**config.mk**
```make
export PLATFORM = sky130hd
export DESIGN_NAME = dmem_access_arbiter
export DESIGN_NICKNAME = d
export VERILOG_FILES = /design/src/rtl/dmem_access_arbiter.sv
export SDC_FILE = /design/constraint.sdc
export NUM_CORES = 1
export LEC_CHECK = 0
export CORE_ASPECT_RATIO = 2
export CORE_UTILIZATION = 41
export CTS_CLUSTER_DIAMETER = 30
export DETAILED_ROUTE_END_ITERATION = 8
export GPL_ROUTABILITY_DRIVEN = 0
export PLACE_DENSITY = 0.93
export SETUP_SLACK_MARGIN = 0.4
export SLEW_MARGIN = 40
export SYNTH_ARGS = -nofsm -noshare
export SYNTH_HDL_FRONTEND = slang
export SYNTH_SLANG_ARGS = --single-unit
```
**constraint.sdc**
```tcl
create_clock -name clk -period 3.12 [get_ports clk]
set_input_delay 0.312 -clock clk [delete_from_list [all_inputs] [get_ports clk]]
set_output_delay 0.312 -clock clk [all_outputs]
set_load 0.05 [all_outputs]
```
**src/rtl/dmem_access_arbiter.sv**
```systemverilog
// Arbitrates the single data-memory port between the CPU MEM stage (port 0) and the loader/debug port (port 1).
// Each access holds mem_en for ACCESS_CYCLES cycles. A one-cycle done phase follows before the next grant.
//
// state  | meaning
// IDLE   | no owner; arbitrate on any request
// ACCESS | mem_en held, cnt counts up to ACCESS_CYCLES-1
// DONE   | done pulse to owner; last-winner updated
module dmem_access_arbiter #(
    parameter int AW            = 32,
    parameter int DW            = 32,
    parameter int ACCESS_CYCLES = 6,
    parameter int FIXED_PRI     = 0
) (
    input  logic          clk,
    input  logic          reset,
    input  logic          r0_req,
    input  logic          r0_we,
    input  logic [AW-1:0] r0_addr,
    input  logic [DW-1:0] r0_wdata,
    output logic          r0_done,
    input  logic          r1_req,
    input  logic          r1_we,
    input  logic [AW-1:0] r1_addr,
    input  logic [DW-1:0] r1_wdata,
    output logic          r1_done,
    output logic [DW-1:0] rdata,
    output logic [1:0]    gnt,
    output logic          busy,
    output logic          mem_en,
    output logic          mem_we,
    output logic [AW-1:0] mem_addr,
    output logic [DW-1:0] mem_wdata,
    input  logic [DW-1:0] mem_rdata
);

    localparam int CW = $clog2(ACCESS_CYCLES) + 1;
    localparam logic [CW-1:0] CNT_LAST = CW'(ACCESS_CYCLES - 1);

    typedef enum logic [1:0] {
        S_IDLE   = 2'd0,
        S_ACCESS = 2'd1,
        S_DONE   = 2'd2
    } state_e;

    state_e          state_q, state_d;
    logic [CW-1:0]   cnt_q, cnt_d;
    logic            last_q, last_d;
    logic [1:0]      gnt_q, gnt_d;
    logic            we_q, we_d;
    logic [AW-1:0]   addr_q, addr_d;
    logic [DW-1:0]   wdata_q, wdata_d;
    logic [DW-1:0]   rdata_q, rdata_d;
    logic            pick1;

    // On a tie, round-robin hands the port to whichever did not win last.
    always_comb begin
        pick1 = 1'b0;
        if (r0_req && r1_req) begin
            pick1 = (FIXED_PRI != 0) ? 1'b0 : ~last_q;
        end else begin
            pick1 = r1_req;
        end
    end

    always_comb begin
        state_d = state_q;
        cnt_d   = cnt_q;
        last_d  = last_q;
        gnt_d   = gnt_q;
        we_d    = we_q;
        addr_d  = addr_q;
        wdata_d = wdata_q;
        rdata_d = rdata_q;
        case (state_q)
            S_IDLE: begin
                if (r0_req || r1_req) begin
                    state_d = S_ACCESS;
                    cnt_d   = '0;
                    gnt_d   = pick1 ? 2'b10 : 2'b01;
                    we_d    = pick1 ? r1_we    : r0_we;
                    addr_d  = pick1 ? r1_addr  : r0_addr;
                    wdata_d = pick1 ? r1_wdata : r0_wdata;
                end
            end
            S_ACCESS: begin
                cnt_d = cnt_q + CW'(1);
                if (cnt_q == CNT_LAST) begin
                    if (!we_q) begin
                        rdata_d = mem_rdata;
                    end
                    state_d = S_DONE;
                end
            end
            S_DONE: begin
                state_d = S_IDLE;
                gnt_d   = 2'b00;
                last_d  = gnt_q[1];
            end
            default: begin
                state_d = S_IDLE;
                gnt_d   = 2'b00;
            end
        endcase
    end

    always_ff @(posedge clk or negedge reset) begin
        if (!reset) begin
            state_q <= S_IDLE;
            cnt_q   <= '0;
            last_q  <= 1'b1;
            gnt_q   <= 2'b00;
            we_q    <= 1'b0;
            addr_q  <= '0;
            wdata_q <= '0;
            rdata_q <= '0;
        end else begin
            state_q <= state_d;
            cnt_q   <= cnt_d;
            last_q  <= last_d;
            gnt_q   <= gnt_d;
            we_q    <= we_d;
            addr_q  <= addr_d;
            wdata_q <= wdata_d;
            rdata_q <= rdata_d;
        end
    end

    // Strobes decode straight from the state register so an async reset drops them at once.
    assign mem_en    = (state_q == S_ACCESS);
    assign mem_we    = mem_en & we_q;
    assign mem_addr  = addr_q;
    assign mem_wdata = wdata_q;
    assign rdata     = rdata_q;
    assign gnt       = gnt_q;
    assign busy      = (state_q != S_IDLE);
    assign r0_done   = (state_q == S_DONE) & gnt_q[0];
    assign r1_done   = (state_q == S_DONE) & gnt_q[1];

endmodule

```
# == Word-level counts from Yosys, hierarchy flattened ==
# Index checks and enable logic that the tools add are counted.
# W data, S select, Z words.
# word_totals
register_bits,106
mem_bits_ro,0
out_inout_bits,103
elab_cells,42
latchBits,0
n_memories,0
ram_bits,0
# op_classes
n_div,0
eq_ne,5
n_addsub,1
n_mux,12
magnitude_cmp,0
reduce_logical,10
shift,0
multipliers,0
n_bitwise,6
# op_table
cell,count
$mux W32,2
$mux W2,4
$pmux W2 S2,2
$pmux W4 S2,1
$reduce_and A2 Y1,4
$add A4 B1 Y4 const B,1
$eq A4 B3 Y1 const B,1
$mux W4,1
$reduce_bool A2 Y1,2
$and A1 B1 Y1,3
$not A1 Y1,3
$reduce_and A3 Y1,1
$eq A2 B1 Y1 const B,1
$eq A2 B2 Y1 const B,1
$logic_not A2 Y1,1
$mux W1,2
$ne A2 B1 Y1 const B,1
$ne A2 B2 Y1 const B,1
$logic_and A1 B1 Y1,1
$logic_or A1 B1 Y1,1

# == Depth between registers and ports, before layout ==
# Gate-level depths: netlist of the first run.
# depth
depth_word,5
mapped_depth,6
depth_no_buf,5

# == Worst setup path after synthesis of the first run ==
# Ideal clock, no wire load.
# synth_timing
path_kind,reg-to-output
from,register state_q[1]
to,output mem_we
n_path_buf,1
path_stages_with_launch,5
t_arrival_ns,1.533
path_slack_ns,1.275
cell_sequence,dfrtp_1 -> nand2b_1 -> buf_4 -> inv_1 -> and2_1
# synth_between
elab_chain_len,2
# synth_rtl
element,line,text
"start, declared",45,"state_e state_q, state_d;"
"start signal, assigned",117,state_q <= state_d;
$eq A2 B1 Y1,129,assign mem_en = (state_q == S_ACCESS);
net mem_en,29,"output logic mem_en,"
$and A1 B1 Y1,130,assign mem_we = mem_en & we_q;
"end, declared",30,"output logic mem_we,"
# The timed path passes the listed nets, and every way through them passes these cells.

# == Worst setup path after layout of the first run ==
# layout_timing
from,register state_q[1]
to,output mem_we
# layout_between
elab_chain_len,2
# layout_rtl
element,line
$eq A2 B1 Y1,129
$and A1 B1 Y1,130
# No other way between the ends.

==> metrics.cfg, run 1 <==
[cells_and_area]
final_common_cell=clkdlybuf4s50_1
drive_gt1_share_pct=9.16
area_growth_syn_to_layout_pct=65.6
nets=829
num-fill-cells=773
fin_cells=806
layout_common_cells=266 x clkdlybuf4s50_1, 105 x dfrtp_1, 69 x inv_1, 65 x nor3_1, 65 x a221o_1
antenna_cells=0

[power]
p_total_uw=8670
power_frac_clock_pct=12.8
seqPwrFrac_pct=28.3
p_comb_share_pct=58.9
pwr_density_cell_nw_per_um2=1120
internal_power_uw=4480
power.switching_uw=4190
p_leak_uw=0.00341
switching_share_pct=48.3
peakVddDrop_v=0.000636

[die]
die_y_um=153
ios=269
num_rows=54
initial_core_util_pct=42.6
die_area_um2=11900
die_x_um=77.6
core_um2=11000

[hold_path]
hp-class=input pin to async pin

[logic_synthesis]
synth_cells=406
ys_seq_elements=106
synth.distinct_cells=31
synth.avg_cell_area_um2=11.5
synth_nets=574
yosysSeqAreaShare_pct=56.6
synthesis.area_um2=4690
yosysWarnings=0

[cts]
cts_num_sinks=106
clock_latency_ps=340
clk_pin_slew_ps=80
cts_root_buf=clkbuf_16
cts_made_buffers=9
clk_path_buf_depth=2
tritoncts=done
ctsHtreeMaxLevel=3
postCtsSetupBuffers=0

[worst_setup_path]
worstSetupStartpointType=register
worstSetupPathType=register to output pin
cp-end-kind=output pin
arrival_ps=2210
required_ps=2810
cp_max_fo=9

[global_routing]
grt_usage_pct=25.5
grt_antenna_before_repair=0
grt_pass1_vias=4701
grt_overflow=0
grt_max_degree=62
grt_pass1_wl_um=23600

[drt]
drtIter0Drc=165
vias_per_cell=5.41
drc=0
route.met3.wl_um=950
top_layer=met4
vias=4362
routedWlPerCell_um=18.3
routed_wirelength_um=14800
dr.pass1.iters=4
wl_met2_um=8080
wl_met1_um=5120
detail-route-antenna-nets=0

[sta]
timing.fmax_mhz=396
rsz0062_at_grt=no
slew_headroom_pct=45.5
hold_viol=0
min_period_ps=2520
period_share_pct=80.8
finalSetupViolCount=0
tns_ps=0
tightest_slew_ps=814
slew_violations=0
finalClockSkew_ps=9.30

[placed_design]
dp_cells=789
dp_hpwl_um=11100
io_buffer_count=268

[flow_run]
max-cap-violations=0

[status]
status=finished clean

[area by class of cell]
class	count	area (µm²)	area share (%)
clock buffer	9	225	2.90
timing repair buffer	276	2790	35.9
multi-input combinational	198	1590	20.4
tap	140	175	2.26
clock inverter	7	72.6	0.935
inverter	70	263	3.38
sequential	106	2650	34.2
[worst max-delay path, stage by stage (launching register included)]
cell,delay [ps]
dfrtp_1,440
nand2b_1,320
inv_1,150
and2_1,130
clkdlybuf4s50_1,810
[Yosys cell counts, drive strengths merged]
cell | number | share of area [%]
o22ai | 3 | 0.40
ha | 2 | 0.53
a21oi | 1 | 0.11
o211ai | 1 | 0.16
dfrtp | 105 | 56
nand2 | 2 | 0.16
a21o | 2 | 0.32
and2 | 1 | 0.13
xor2 | 2 | 0.37
nor2b | 2 | 0.27
nand3b | 2 | 0.32
and3 | 1 | 0.13
clkbuf | 13 | 1.0
buf | 19 | 3.2
a21bo | 1 | 0.21
inv | 70 | 5.6
mux2 | 32 | 7.7
dfstp | 1 | 0.56
nand2b | 3 | 0.40
a22oi | 1 | 0.16
nor3 | 66 | 7.3
o21bai | 1 | 0.16
o21ai | 2 | 0.21
nor2 | 7 | 0.56
nand3 | 1 | 0.11
a221o | 65 | 14
[final timing paths]
kind | slack, ps | cells past startpoint | to | start
max | 600 | 4 | mem_we | state_q[1]$_DFFE_PN0P_
min | 510 | 2 | rdata[6]$_DFFE_PN0P_ | reset
max reg2reg | 1100 | 5 | mem_addr[14]$_DFFE_PN0P_ | state_q[0]$_DFFE_PN0P_
min reg2reg | 510 | 1 | rdata[16]$_DFFE_PN0P_ | rdata[16]$_DFFE_PN0P_
max in group asynchronous | 1850 | 3 | rdata[24]$_DFFE_PN0P_ | reset
min in group clk | 510 | 1 | rdata[16]$_DFFE_PN0P_ | rdata[16]$_DFFE_PN0P_
[through the flow]
stage          hold WS (ps)  worst slack (ps)  instance area, µm²  util, %
5_1_grt                 531               464                7760     70.5
2_1_floorplan          16.4              1270                4690        -
6_report                509               598                7760     70.5
3_5_place_dp            437               853                7450     67.6
3_3_place_gp            420               956                7450     67.6
4_1_cts                61.5               517                7750     70.3
[cell families after synthesis]
logic type,count (synthesis),synth area share (%)
xor gates and xnor gates,2,0.374
AOI/OAI and AO/OA,77,15.6
adders and majority gates,2,0.534
and+or+nand+nor,85,9.37
DFF,106,56.6
buffers and inverters,102,9.82
muxes,32,7.69
[metal layers]
layer / GRT usage, % / vias up
li1: - / 1960
met4: 12.2 / 0
met1: 26.9 / 2110
met3: 5.85 / 48
met2: 46.5 / 244
met5: 0 / -
[sequential cells by signal (all words and copies together) (netlist names)]
signal	flops
gnt	2
mem_addr	32
state_q	2
last_q	1
cnt_q	4
rdata	32
we_q	1
mem_wdata	32
[power by group through the flow]
stage | Combinational, µW | Sequential (µW) | Clock, µW
after global placement | 4990 | 2420 | 0
after detailed placement | 5120 | 2450 | 0
after CTS | 5130 | 2450 | 1140
final | 5100 | 2450 | 1110
after global routing | 5310 | 2530 | 1210
after floorplan | 1240 | 4480 | 0
[what timing repair did]
action	CTS	global route
endpoints found under the setup margin	0	1
resized for setup	0	1
endpoints found under the hold margin	0	58
hold buffers	0	1
Note: power is estimated with default switching activity, not from simulation.
==> run 2, diff against run 1 <==
--- a/config.mk
+++ b/config.mk
@@ -6,11 +6,11 @@
 export NUM_CORES = 1
 export LEC_CHECK = 0
 export CORE_ASPECT_RATIO = 2
-export CORE_UTILIZATION = 41
+export CORE_UTILIZATION = 38
 export CTS_CLUSTER_DIAMETER = 30
 export DETAILED_ROUTE_END_ITERATION = 8
 export GPL_ROUTABILITY_DRIVEN = 0
-export PLACE_DENSITY = 0.93
+export PLACE_DENSITY = 0.87
 export SETUP_SLACK_MARGIN = 0.4
 export SLEW_MARGIN = 40
 export SYNTH_ARGS = -nofsm -noshare
==> constraint.sdc (replaced) <==
create_clock -name clk -period 2.5 [get_ports clk]
set_input_delay 0.25 -clock clk [delete_from_list [all_inputs] [get_ports clk]]
set_output_delay 0.25 -clock clk [all_outputs]
set_load 0.05 [all_outputs]
==> run 2 against run 1 <==
Effect of this change:
- setup slack got worse by 43 ps
- power increased by 24%
- sequential share of layout area rose by 0.094 points
- die area increased by 7.7%
- combinational power increased by 24%
- register-to-register slack got worse by 510 ps
- cell count up 0.99%
- critical path type unchanged
- largest power group unchanged
- highest routed layer unchanged
==> metrics.cfg, run 2 (synthesized netlist as in run 1, its figures left out) <==
[status]
status=finished clean  ; unchanged

[hold_path]
hp-class=input pin to async pin  ; unchanged

[drt]
drtIter0Drc=210  ; was 165
vias_per_cell=5.35  ; was 5.41
drc=0  ; unchanged
routed_wirelength_um=14500  ; was 14800 µm
dr.pass1.iters=4  ; unchanged
top_layer=met4  ; unchanged
vias=4358  ; was 4362
routedWlPerCell_um=17.8  ; was 18.3 µm
route.met3.wl_um=817  ; was 950 µm
wl_met2_um=7920  ; was 8080 µm
wl_met1_um=5010  ; was 5120 µm
detail-route-antenna-nets=0  ; unchanged

[cts]
cts_root_buf=clkbuf_16  ; unchanged
ctsHtreeMaxLevel=3  ; unchanged
clock_latency_ps=340  ; about the same
tritoncts=done  ; unchanged
cts_num_sinks=106  ; unchanged
clk_path_buf_depth=2  ; unchanged
cts_made_buffers=9  ; unchanged
clk_pin_slew_ps=80  ; about the same

[cells_and_area]
final_area_um2=7740  ; was 7760 µm²
layout_common_cells=262 x clkdlybuf4s50_1, 105 x dfrtp_1, 69 x inv_1, 65 x nor3_1, 65 x a221o_1  ; was 266 x clkdlybuf4s50_1, 105 x dfrtp_1, 69 x inv_1, 65 x nor3_1, 65 x a221o_1
antenna_cells=0  ; unchanged
nets=830  ; was 829
final_common_cell=clkdlybuf4s50_1  ; unchanged
drive_gt1_share_pct=9.60  ; was 9.16%
area_growth_syn_to_layout_pct=65.1  ; was 65.6%
utilization_pct=64.2  ; was 70.5%

[sta]
min_period_ps=1940
finalSetupViolCount=0  ; unchanged
rsz0062_at_grt=no  ; unchanged
worst_slack_ps=555  ; was 598 ps
tightest_slew_ps=737  ; was 814 ps
slew_headroom_pct=50.9  ; was 45.5%
hold_viol=0  ; unchanged
period_share_pct=77.8
slew_violations=0  ; unchanged
finalClockSkew_ps=12.5  ; was 9.30 ps
timing.fmax_mhz=514
tns_ps=0  ; unchanged

[global_routing]
grt_max_degree=68  ; was 62
grt_overflow=0  ; unchanged
grt_antenna_before_repair=0  ; unchanged
grt_pass1_vias=4687  ; was 4701
grt_pass1_wl_um=22700  ; was 23600 µm
grt_usage_pct=23.1  ; was 25.5%

[worst_setup_path]
r2r-start=state_q[1]$_DFFE_PN0P_  ; was state_q[0]$_DFFE_PN0P_
required_ps=2250  ; was 2810 ps
ff2ff_path_depth=4  ; was 5
cp_max_fo=7  ; was 9
path_cells=nand2b_1 -> nor2_1 -> dlygate4sd2_1  ; was nand2b_1 -> inv_1 -> and2_1 -> clkdlybuf4s50_1
cp-end-kind=output pin  ; unchanged
critPathMaxStageDelay_ps=560  ; was 810 ps
worstSetupStartpointType=register  ; unchanged
reg2reg_to=mem_wdata[3]$_DFFE_PN0P_  ; was mem_addr[14]$_DFFE_PN0P_
crit_slowest_cell=dlygate4sd2_1  ; was clkdlybuf4s50_1
worstSetupPathType=register to output pin  ; unchanged
reg2reg_slack_ps=590  ; was 1100 ps
arrival_ps=1690  ; was 2210 ps

[power]
p_leak_uw=0.00341  ; about the same
peakVddDrop_v=0.00112  ; was 0.000636 V
pwr_density_cell_nw_per_um2=1390  ; was 1120 nW/µm²
p_total_uw=10700  ; was 8670 µW

[flow_run]
max-cap-violations=0  ; unchanged

[placed_design]
io_buffer_count=268  ; unchanged
dpl_worst_slack_ps=401  ; was 853 ps
placed_area_um2=7450  ; about the same
dp_hpwl_um=10800  ; was 11100 µm

[die]
core_um2=12100  ; was 11000 µm²
die_area_um2=12800  ; was 11900 µm²
die_y_um=159  ; was 153 µm
die_x_um=80.5  ; was 77.6 µm
ios=269  ; unchanged
num_rows=57  ; was 54
initial_core_util_pct=38.9  ; was 42.6%

[run 2: changes by cell type in the layout (fill, tap and decap cells not counted), sizes merged]
cell,change
clkdlybuf4s50,-4
dlygate4sd2,+3
clkbuf,+2
buf,+1
clkinv,-1
dlymetal6s2s,-1
inv,+1
[run 2: per-layer routing]
metal / vias to the layer above / global-route usage [%]
met5: - / 0
met4: 0 / 13.1
met3: 56 / 4.07
met2: 231 / 42.4
met1: 2110 / 23.4
li1: 1961 / -
[run 2: layout make-up]
type | instances | area [µm²]
fill | 938 | 4310
timing repair buffer | 277 | 2760
sequential | 106 | 2650
multi-input combinational | 198 | 1590
inverter | 70 | 263
clock buffer | 9 | 225
tap | 147 | 184
clock inverter | 7 | 67.6
[run 2: where the power goes]
| group | switching (µW) | internal [µW] |
|---|---|---|
| clock network | 681 | 707 |
| registers | 516 | 2530 |
| logic | 3990 | 2320 |
| total | 5190 | 5550 |
[run 2: critical path, delay by kind of cell (launching register included)]
family / cells / cell delay (ps)
buffers and inverters: 1 / 560
flip-flops: 1 / 440
AND/OR/NAND/NOR: 2 / 360
[run 2: worst max path at each step]
stage                     endpoint  slack, ps  cells past startpoint                    from
final                      r1_done        560                      3  state_q[0]$_DFFE_PN0P_
after global routing       r1_done        430                      3  state_q[0]$_DFFE_PN0P_
after CTS                   mem_we        300                      4  state_q[1]$_DFFE_PN0P_
after detailed placement    mem_we        400                      4  state_q[1]$_DFFE_PN0P_
after global placement      mem_we        450                      4  state_q[1]$_DFFE_PN0P_
after floorplan             mem_we        720                      4  state_q[1]$_DFFE_PN0P_
[run 2: what timing repair did]
action,4_1_cts,5_1_grt
gates cloned,0,0
endpoints found under the hold margin,40,0
hold buffers,1,0
gates resized for setup,5,4
setup endpoints to repair,5,2
setup buffers,0,0
[run 2: through the flow]
stage	std cells	hold slack, ps
after detailed placement	797	352
after CTS	814	498
after global placement	797	329
after global routing	814	508
after floorplan	406	-45.6
final	814	494
==> run 3, diff against run 2 <==
==> constraint.sdc (replaced) <==
create_clock -name clk -period 1.9 [get_ports clk]
set_input_delay 0.19 -clock clk [delete_from_list [all_inputs] [get_ports clk]]
set_output_delay 0.19 -clock clk [all_outputs]
set_load 0.05 [all_outputs]
==> run 3 against run 2 <==
Effect of this change:
- power increased by 33%
- cell count rose by 3.8%
- critical path depth rose by 4
- die area did not move
- via count rose by 5.5%
- critical endpoint is now rdata[12]$_DFFE_PN0P_
==> metrics.cfg, run 3 (synthesized netlist as in run 1, its figures left out) <==
[cts]
clock_latency_ps=350  ; was 340 ps
cts_made_buffers=9  ; unchanged
clk_pin_slew_ps=80  ; about the same
ctsHtreeMaxLevel=3  ; unchanged
cts_num_sinks=106  ; unchanged
tritoncts=done  ; unchanged
cts_root_buf=clkbuf_16  ; unchanged
clk_path_buf_depth=2  ; unchanged

[sta]
min_period_ps=1680
rsz0062_at_grt=yes  ; was no
period_share_pct=88.6
finalClockSkew_ps=11.5  ; was 12.5 ps
timing.fmax_mhz=594
holdWs_ps=307  ; was 494 ps
slew_headroom_pct=61.5  ; was 50.9%
tns_ps=0  ; unchanged
slew_violations=0  ; unchanged
tightest_slew_ps=580  ; was 737 ps
hold_viol=0  ; unchanged
finalSetupViolCount=0  ; unchanged

[global_routing]
met2_usage_pct=42.6  ; was 42.4%
grt_pass1_vias=4766  ; was 4687
grt_pass1_wl_um=23500  ; was 22700 µm
grt_usage_pct=24.0  ; was 23.1%
use_met1_pct=25.6  ; was 23.4%
grt_antenna_before_repair=2  ; was 0
grt-busiest-layer=met2  ; unchanged
grt_overflow=0  ; unchanged
grt_max_degree=52  ; was 68
grt_use_met3_pct=4.41  ; was 4.07%

[die]
die_y_um=159  ; unchanged
die_x_um=80.5  ; unchanged
ios=269  ; unchanged
initial_core_util_pct=38.9  ; unchanged
die_area_um2=12800  ; unchanged
core_um2=12100  ; unchanged
num_rows=57  ; unchanged

[worst_setup_path]
required_ps=2120  ; was 2250 ps
critPathMaxStageDelay_ps=390  ; was 560 ps
path_cells=inv_1 -> ha_1 -> nand3b_1 -> nor3_4 -> buf_6 -> clkbuf_16 -> mux2_2  ; was nand2b_1 -> nor2_1 -> dlygate4sd2_1
arrival_ps=1910  ; was 1690 ps
worstSetupPathType=register to register  ; was register to output pin
worstSetupStartpointType=register  ; unchanged
crit_slowest_cell=dfrtp_1  ; was dlygate4sd2_1
cp_max_fo=8  ; was 7
cp-end-kind=register  ; was output pin

[drt]
drc=0  ; unchanged
routed_wirelength_um=16800  ; was 14500 µm
vias=4599  ; was 4358
dr.pass1.iters=7  ; was 4
routedWlPerCell_um=19.9  ; was 17.8 µm
detail-route-antenna-nets=0  ; unchanged
drtIter0Drc=227  ; was 210
vias_per_cell=5.44  ; was 5.35

[hold_path]
hp-class=input pin to async pin  ; unchanged

[cells_and_area]
final_common_cell=clkdlybuf4s50_1  ; unchanged
layout_common_cells=163 x clkdlybuf4s50_1, 103 x dfrtp_1, 92 x dlygate4sd2_1, 68 x inv_1, 65 x a221o_1  ; was 262 x clkdlybuf4s50_1, 105 x dfrtp_1, 69 x inv_1, 65 x nor3_1, 65 x a221o_1
drive_gt1_share_pct=15.2  ; was 9.60%
nets=859  ; was 830
num-fill-cells=882  ; was 938
area_growth_syn_to_layout_pct=75.9  ; was 65.1%
fin_cells=845  ; was 814

[placed_design]
dp_cells=801  ; was 797
io_buffer_count=268  ; unchanged
dp_hpwl_um=11100  ; was 10800 µm

[power]
internal_power_uw=7180  ; was 5550 µW
seqPwrFrac_pct=28.0  ; was 28.3%
p_leak_uw=0.00391  ; was 0.00341 µW
peakVddDrop_v=0.00120  ; was 0.00112 V
switching_share_pct=49.6  ; was 48.3%
power_frac_clock_pct=12.7  ; was 12.9%
pwr_density_cell_nw_per_um2=1730  ; was 1390 nW/µm²
power.switching_uw=7070  ; was 5190 µW
p_comb_share_pct=59.3  ; was 58.8%

[status]
status=finished clean  ; unchanged

[flow_run]
max-cap-violations=0  ; unchanged

-- run 3: cell types whose count changed in the layout (fill, tap and decap cells not counted), moves of 4 or more --
cell | before | now
clkbuf_16 | 9 | 17
clkdlybuf4s15_1 | 0 | 6
clkdlybuf4s50_1 | 262 | 163
mux2_4 | 0 | 4
buf_12 | 2 | 11
dlygate4sd2_1 | 3 | 92
buf_4 | 7 | 11
buf_6 | 0 | 8
-- run 3: critical path, delay by kind of cell, from the launching register on --
family / cells / cell delay (ps)
adders and majority gates: 1 / 160
buffers and inverters: 3 / 370
and+or+nand+nor: 2 / 300
muxes: 1 / 330
DFF: 1 / 390
-- run 3: power by group through the flow --
stage               clock network [µW]  registers [µW]  logic, µW
floorplan                            0            7350       2090
detailed placement                   0            4010       8540
finish                            1810            3990       8450
global route                      1920            4100       8810
CTS                               1830            3970       8030
global placement                     0            3980       8310
-- run 3: cell type report --
class	count	area [µm²]	area share, %
sequential	106	2660	32.2
antenna	2	5.00	0.0607
clock buffer	10	229	2.78
tap	147	184	2.23
multi-input combinational	199	1670	20.2
clock inverter	6	56.3	0.683
timing repair buffer	305	3190	38.6
inverter	70	263	3.19
-- run 3: metal layers --
metal	routed length (µm)	share of wire (%)
met5	0	0
met4	954	5.7
met3	1050	6.2
met1	5620	33
met2	9210	55
-- run 3: path summary, 6_finish.rpt --
path | to | cells past startpoint | slack (ps) | from
worst max-delay path | rdata[12]$_DFFE_PN0P_ | 7 | 220 | cnt_q[1]$_DFFE_PN0P_
worst min-delay path | rdata[1]$_DFFE_PN0P_ | 2 | 310 | reset
worst max register to register | rdata[12]$_DFFE_PN0P_ | 7 | 220 | cnt_q[1]$_DFFE_PN0P_
worst min register to register | rdata[14]$_DFFE_PN0P_ | 1 | 500 | rdata[14]$_DFFE_PN0P_
max in group asynchronous | mem_wdata[19]$_DFFE_PN0P_ | 3 | 970 | reset
min in group clk | gnt[0]$_DFFE_PN0P_ | 3 | 390 | r1_req
-- run 3: per-stage QoR --
stage / instance area (µm²) / power, µW / util (%) / setup WS, ps
2_1_floorplan: 4720 / 9440 / - / 319
3_3_place_gp: 7560 / 12300 / 62.7 / 60.9
3_5_place_dp: 7560 / 12600 / 62.7 / 36.2
4_1_cts: 7860 / 13800 / 65.2 / 235
5_1_grt: 8250 / 14800 / 68.4 / 183
6_report: 8250 / 14300 / 68.4 / 216
-- run 3: timing repair --
item / 4_1_cts / 5_1_grt
hold endpoints to repair: 28 / 0
gates resized for setup: 111 / 28
cloned: 1 / 13
hold buffers: 1 / 0
pin swaps: 0 / 43
endpoints found under the setup margin: 205 / 90
setup buffers: 9 / 2
